==> src/rtl/mem_arbiter.sv <==
`default_nettype none
// ---------------------------------------------------------------------------
// mem_arbiter : two-port fair arbiter in front of a single-port data memory
// rev 1.0
// ---------------------------------------------------------------------------
module mem_arbiter #(
  parameter int ADDR_BITS = 14,
  parameter int CNT_W     = 16
) (
  input  logic             clk,
  input  logic             reset_n,
  input  logic             req_a,
  input  logic             we_a,
  input  logic [31:0]      addr_a,
  input  logic [31:0]      wdata_a,
  output logic             ack_a,
  output logic             err_a,
  output logic [31:0]      rdata_a,
  input  logic             req_b,
  input  logic             we_b,
  input  logic [31:0]      addr_b,
  input  logic [31:0]      wdata_b,
  output logic             ack_b,
  output logic             err_b,
  output logic [31:0]      rdata_b,
  output logic [31:0]      mem_address,
  output logic             mem_writeEnable,
  output logic [31:0]      mem_dataIn,
  input  logic [31:0]      mem_dataOut,
  output logic [CNT_W-1:0] count_a,
  output logic [CNT_W-1:0] count_b
);

  typedef enum logic [1:0] {
    IDLE    = 2'd0,
    GRANT_A = 2'd1,
    GRANT_B = 2'd2
  } state_t;

  localparam logic [CNT_W-1:0] cnt_one = {{(CNT_W-1){1'b0}}, 1'b1};

  state_t state;
  logic   last_served;  // 1 = B served last, so A wins the next tie
  logic   range_err_a;
  logic   range_err_b;

  assign range_err_a = |addr_a[31:ADDR_BITS];
  assign range_err_b = |addr_b[31:ADDR_BITS];

  always_ff @(posedge clk or negedge reset_n) begin
    if (!reset_n) begin
      state       <= IDLE;
      last_served <= 1'b1;
      rdata_a     <= '0;
      rdata_b     <= '0;
      count_a     <= '0;
      count_b     <= '0;
    end else begin
      case (state)
        IDLE: begin
          if (req_a && (!req_b || last_served))
            state <= GRANT_A;
          else if (req_b)
            state <= GRANT_B;
        end
        GRANT_A: begin
          last_served <= 1'b0;
          if (!we_a)
            rdata_a <= range_err_a ? '0 : mem_dataOut;
          if (!range_err_a && (count_a != {CNT_W{1'b1}}))
            count_a <= count_a + cnt_one;
          state <= req_b ? GRANT_B : IDLE;
        end
        GRANT_B: begin
          last_served <= 1'b1;
          if (!we_b)
            rdata_b <= range_err_b ? '0 : mem_dataOut;
          if (!range_err_b && (count_b != {CNT_W{1'b1}}))
            count_b <= count_b + cnt_one;
          state <= req_a ? GRANT_A : IDLE;
        end
        default: state <= IDLE;
      endcase
    end
  end

  // Grant-side outputs decode straight from the state register, so an async
  // reset drops the memory write enable in the same instant.
  assign ack_a = (state == GRANT_A);
  assign ack_b = (state == GRANT_B);
  assign err_a = ack_a & range_err_a;
  assign err_b = ack_b & range_err_b;

  always_comb begin
    mem_address     = '0;
    mem_dataIn      = '0;
    mem_writeEnable = 1'b0;
    case (state)
      GRANT_A: begin
        mem_address     = addr_a;
        mem_dataIn      = wdata_a;
        mem_writeEnable = we_a & ~range_err_a;
      end
      GRANT_B: begin
        mem_address     = addr_b;
        mem_dataIn      = wdata_b;
        mem_writeEnable = we_b & ~range_err_b;
      end
      default: ;
    endcase
  end

endmodule
`default_nettype wire

==> config.mk <==
export PLATFORM = sky130hd
export DESIGN_NAME = mem_arbiter
export DESIGN_NICKNAME = d
export VERILOG_FILES = /design/src/rtl/mem_arbiter.sv
export SDC_FILE = /design/constraint.sdc
export NUM_CORES = 1
export LEC_CHECK = 0
export ABC_AREA = 1
export BUFFER_PORTS_ARGS = -buffer_cell sky130_fd_sc_hd__clkbuf_2
export CORE_AREA = 2 2 129 131
export DETAILED_ROUTE_END_ITERATION = 16
export DIE_AREA = 0 0 131 133
export GPL_TIMING_DRIVEN = 0
export MAX_ROUTING_LAYER = met4
export PLACE_DENSITY = 0.7
export SLEW_MARGIN = 20
export SYNTH_ARGS = -nofsm -noshare
export SYNTH_HDL_FRONTEND = slang
export SYNTH_SLANG_ARGS = --single-unit
==> constraint.sdc <==
create_clock -name clk -period 1.7 [get_ports clk]
set_input_delay 0.085 -clock clk [delete_from_list [all_inputs] [get_ports clk]]
set_output_delay 0.085 -clock clk [all_outputs]
set_load 0.01 [all_outputs]
# Word level (Yosys, flattened, before mapping)
# Index checks and enable logic that the tools add are counted.
# Widths: inputs -> output; s select.
[op_classes]
n_addsub = 2
n_mul = 0
div_mod_pow = 0
magnitude_cmp = 0
n_eq_ne = 5
n_shift = 0
muxes = 11
bitwise = 8
reduce_logical = 15
[ops]
columns = ["op", "n"]
rows = [
  ["$pmux 32 s2", 2],
  ["$mux 32", 2],
  ["$reduce_or 18->1", 2],
  ["$add 16x1->16 const B", 2],
  ["$ne 16x16->1 const B", 2],
  ["$reduce_and 2->1", 4],
  ["$mux 2", 3],
  ["$pmux 2 s3", 1],
  ["$and 1x1->1", 4],
  ["$not 1->1", 4],
  ["$pmux 1 s2", 2],
  ["$logic_and 1x1->1", 3],
  ["$logic_not 1->1", 3],
  ["$ne 3x3->1 const B", 1],
  ["$eq 2x1->1 const B", 1],
  ["$eq 2x2->1 const B", 1],
  ["$logic_not 2->1", 1],
  ["$reduce_bool 2->1", 1],
  ["$logic_or 1x1->1", 1],
  ["$mux 1", 1],
]
[word_totals]
register_bits = 99
latchBits = 0
ramBits = 0
mem_bits_ro = 0
input_bits = 166
output_inout_bits = 165
elab_cells = 47
memories = 0

# Depth between registers and ports, before layout
[depth]
depth_word = 5
mapped_depth = 10
ltp_nobuf = 9

# Worst setup path before layout
# OpenSTA, ideal clock, no wires.
[synth_timing]
kind = "reg-to-reg"
from = "reg state[0]"
to = "reg count_b[6]"
setup_time_ns = 0.117
t_arrival_ns = 1.476
t_required_ns = 1.583
slack_ns = 0.107
stages_incl_launch_ff = 9
path_buffers = 1
cell_sequence = "dfrtp_1 -> inv_1 -> ha_1 -> inv_2 -> buf_2 -> nor3_1 -> nand3_1 -> nand2_1 -> nand2_1"
[synth_between]
elab_chain_cells = 2
[synth_lines]
columns = ["element", "line_no", "source"]
rows = [
  ["from (decl)", "42", "state_t state;"],
  ["from (signal assigned)", "72", "state <= req_b ? GRANT_B : IDLE;"],
  ["from (signal assigned)", "80", "state <= req_a ? GRANT_A : IDLE;"],
  ["$eq 2x2->1", "--", ""],
  ["net ack_b", "23", "output logic ack_b,"],
  ["$reduce_and 2->1 (no line)", "--", ""],
  ["to (signal assigned)", "79", "count_b <= count_b + cnt_one;"],
  ["to (decl)", "31", "output logic [CNT_W-1:0] count_b"],
]
# The timed path passes the listed nets, and every way through them passes these cells.
# A chain may end at the register's enable or synchronous reset.

# Worst setup path in the final report
[layout_timing]
from = "reg state[0]"
to = "out mem_dataIn[20]"
[layout_between]
elab_chain_cells = 2
word_cells_on_any_way = 3
cone_classes = "eq/ne: 2; mux: 1"
[layout_lines]
columns = ["element", "line_no", "source"]
rows = [
  ["$eq 2x2->1 / $eq 2x1->1 (equally long branches)", "98", "case (state)"],
  ["$pmux 32 s2 *", "98", ""],
  ["to (decl)", "28", "output logic [31:0] mem_dataIn,"],
]
# Mark *: on every way between the ends. The rest lies on a longest branch, timed or not.

==> reports/metrics.csv <==
metric,value,unit
status,"finished, violations left",
violations,setup timing,
drt_iter0_drc,439,
firstDrtPassIters,6,
dp_hpwl,18.2,mm
finalInstanceArea,9540,µm²
stdcell_count,1408,
grt_overflow,0,
grt_usage,27.7,%
nNetsFinal,1350,
p_total,9.88,mW
worst_pin_slew,0.595,ns
yosysTopAreaCell,dfrtp_1,
leakage,4.82,nW
slowest_stage,dfrtp_1,
p_clk_share,22.0,%
end_kind,output port,
rsz0062_at_grt,true,
yosysUniqueCellTypes,30,
vias,7157,
clock_sinks,99,
initial_core_util,36.8,%
first_global_vias,6554,
finalSetupViolCount,120,
grt_pass1_wl,36.1,mm
dieArea,17400,µm²
cts.clk_slew.worst_paths,0.08,ns
cts_tree,yes,
worst_slack,-0.269,ns
antenna_found_initial,5,
r2r_slack,-0.21,ns
fin_crit_sh,116,%
wl_per_cell,17.6,µm
timing.critical_path.to,mem_dataIn[20],
critPathKind,reg -> out,
p_seq_share,24.5,%
yosys.area.top_type_share,41.2,%
clock_skew,0.00990,ns
antenna_left,0,
synthTopCellsByArea,"dfrtp_1, nand2_1, o21ai_0, a22o_1, nand3_1",
grt_max_degree,56,
area_growth,60.4,%
viasPerCell,5.08,
synth_area,5950,µm²
dp_cells,1308,
period_needed,1.97,ns
die_h,133,µm
whs_path_depth,4,
r2r-start,state[0],
hold_ws,0.0929,ns
syn_avg_cell_area,7.85,µm²
clockBufferDepth,2,
core_area,16200,µm²
cts-buffers-inserted,9,
cts_root_buf,clkbuf_16,
rows,47,
gp_congestion,0.930,
switching_share,38.7,%
hp-class,in -> reg,
crit_path_max_fanout,10,
io_pins,331,
power_switching,3.82,mW
ys_seq_area_share,41.7,%
combPwrFrac,53.5,%
chipWidth,131,µm
syn-num-nets,929,
hold_viol,0,
crit_path_start_kind,register,
synth-seq-cells,99,
r2r-end,rdata_b[9],
drc,0,
port_buffers,330,
ir_drop,0.686,mV
maxCapViolations,0,
ys_warn_count,0,
insertion_delay,0.36,ns
worstSetupStartpoint,state[0],
maxSlewHeadroom,60.3,%
r2r_cells,10,
fillers,1464,
pre_cts_slack,-0.547,ns
multi_input_area,3290,µm²
seq_area,2480,µm²
finalWirelength,24.8,mm
cp_cell_sequence,"inv_2, ha_4, nand2_8, clkinv_8, buf_6, a22o_1, clkbuf_2",
worstPathRequired,1.62,ns
htree_levels,3,
layout-drive-gt1-share,45.1,%
dpl_cell_area,7910,µm²
cp_slowest_stage_delay,0.43,ns
syn_inst,757,
critical_path_arrival,1.88,ns
fmax,0.508,GHz
final_max_slew_viol_count,0,
p_per_area,1040,nW/µm²
p_int,6.06,mW
==> cell families (layout without fill, tap and decap cells) <==
family | after synthesis | after routing | share of synthesized area [%]
other | 0 | 5 | 0
buffers and inverters | 102 | 528 | 7.47
AOI/OAI and AO/OA | 199 | 199 | 20.4
adders and majority gates | 6 | 6 | 1.26
DFF | 99 | 99 | 41.7
and+or+nand+nor | 340 | 340 | 27.5
xor gates and xnor gates | 11 | 11 | 1.62
==> worst max-delay path, delay by kind of cell (launching register included) <==
family | cells | cell delay (ns)
buffers and inverters | 4 | 0.52
and+or+nand+nor | 1 | 0.10
AOI/OAI and AO/OA | 1 | 0.22
DFF | 1 | 0.43
adders and majority gates | 1 | 0.25
==> power by group through the flow <==
| stage | Sequential, mW | Combinational, mW | Clock, mW |
|---|---|---|---|
| global route | 2.43 | 5.61 | 2.32 |
| CTS | 2.42 | 4.44 | 2.22 |
| floorplan | 2.46 | 1.95 | 0 |
| detailed placement | 2.46 | 3.48 | 0 |
| global placement | 2.46 | 3.46 | 0 |
| finish | 2.42 | 5.29 | 2.17 |
==> cell type report <==
cell class | instances | share of cell area (%)
antenna | 5 | 0.131
buffer | 43 | 4.54
clock buffer | 9 | 2.36
clock inverter | 7 | 0.866
inverter | 59 | 2.60
multi-input combinational | 556 | 34.5
sequential | 99 | 26.0
tap | 220 | 2.89
timing repair buffer | 409 | 26.1
timing repair inverter | 1 | 0.0656
==> cell usage after synthesis <==
cell      count
a22o_1       54
a22oi_1       1
buf_2        16
buf_4         4
buf_6         2
buf_8         1
clkbuf_1     20
dfrtp_1      98
dfstp_2       1
ha_1          6
inv_1        54
inv_2         5
nand2_1     190
nand2_2       9
nand3_1      43
nand3_2      18
nand3b_1      2
nand4_1      10
nand4_2       1
nand4_4       1
nor2_1       46
nor2_2        6
nor2_4       12
nor3_1        1
nor3_2        1
o21ai_0     125
o21ai_1       8
o22ai_1      11
xnor2_1       6
xor2_1        5
==> state kept, by name (all words and copies together) (netlist names) <==
signal,cells
rdata_b,32
rdata_a,32
last_served,1
state,2
count_a,16
count_b,16
==> cell usage in the layout, fill, tap and decap left out, types with 10 or more instances in the layout <==
master and instances:
a22o_1 54, buf_4 30, buf_6 28, clkbuf_1 12, clkbuf_16 11, clkbuf_2 324
dfrtp_1 95, dlygate4sd3_1 34, inv_1 51, nand2_1 172, nand2_2 24, nand3_1 43
nand3_2 18, nand4_1 10, nor2_1 37, nor2_2 13, nor2_4 14, o21ai_0 49
o21ai_1 68, o21ai_2 16
==> layer usage <==
layer / routed length [µm] / vias up / part of all wire, % / GRT usage (%)
li1: - / 3413 / - / -
met2: 11900 / 298 / 48 / 43.0
met5: 0 / - / 0 / -
met3: 2120 / 30 / 8.5 / 8.37
met4: 330 / 0 / 1.3 / 5.08
met1: 10400 / 3416 / 42 / 36.2
==> stage by stage <==
step           setup TNS, ns  utilization [%]
6_report              -18.65             59.0
5_1_grt               -27.11             59.0
4_1_cts               -12.47             55.1
3_5_place_dp          -35.75             48.9
3_3_place_gp         -116.55             48.7
2_1_floorplan              0                -
==> worst min-delay path by stage <==
stage	start	endpoint	slack, ns
final	req_b	state[1]	0.09
after global routing	req_b	state[1]	0.11
after CTS	mem_dataOut[16]	rdata_a[16]	0.001
after detailed placement	reset_n	count_b[7]	0.05
after global placement	mem_dataOut[30]	rdata_b[30]	0.34
after floorplan	reset_n	count_a[0]	-0.21
==> timing repair <==
action | CTS | global route
gates resized for setup | 72 | 188
pin swaps | 6 | 68
hold endpoints to repair | 96 | 3
cloned | 3 | 6
buffers inserted | 14 | 22
hold buffers | 31 | 3
setup endpoints to repair | 144 | 150
No activity file was read; power rests on OpenSTA's default activity.
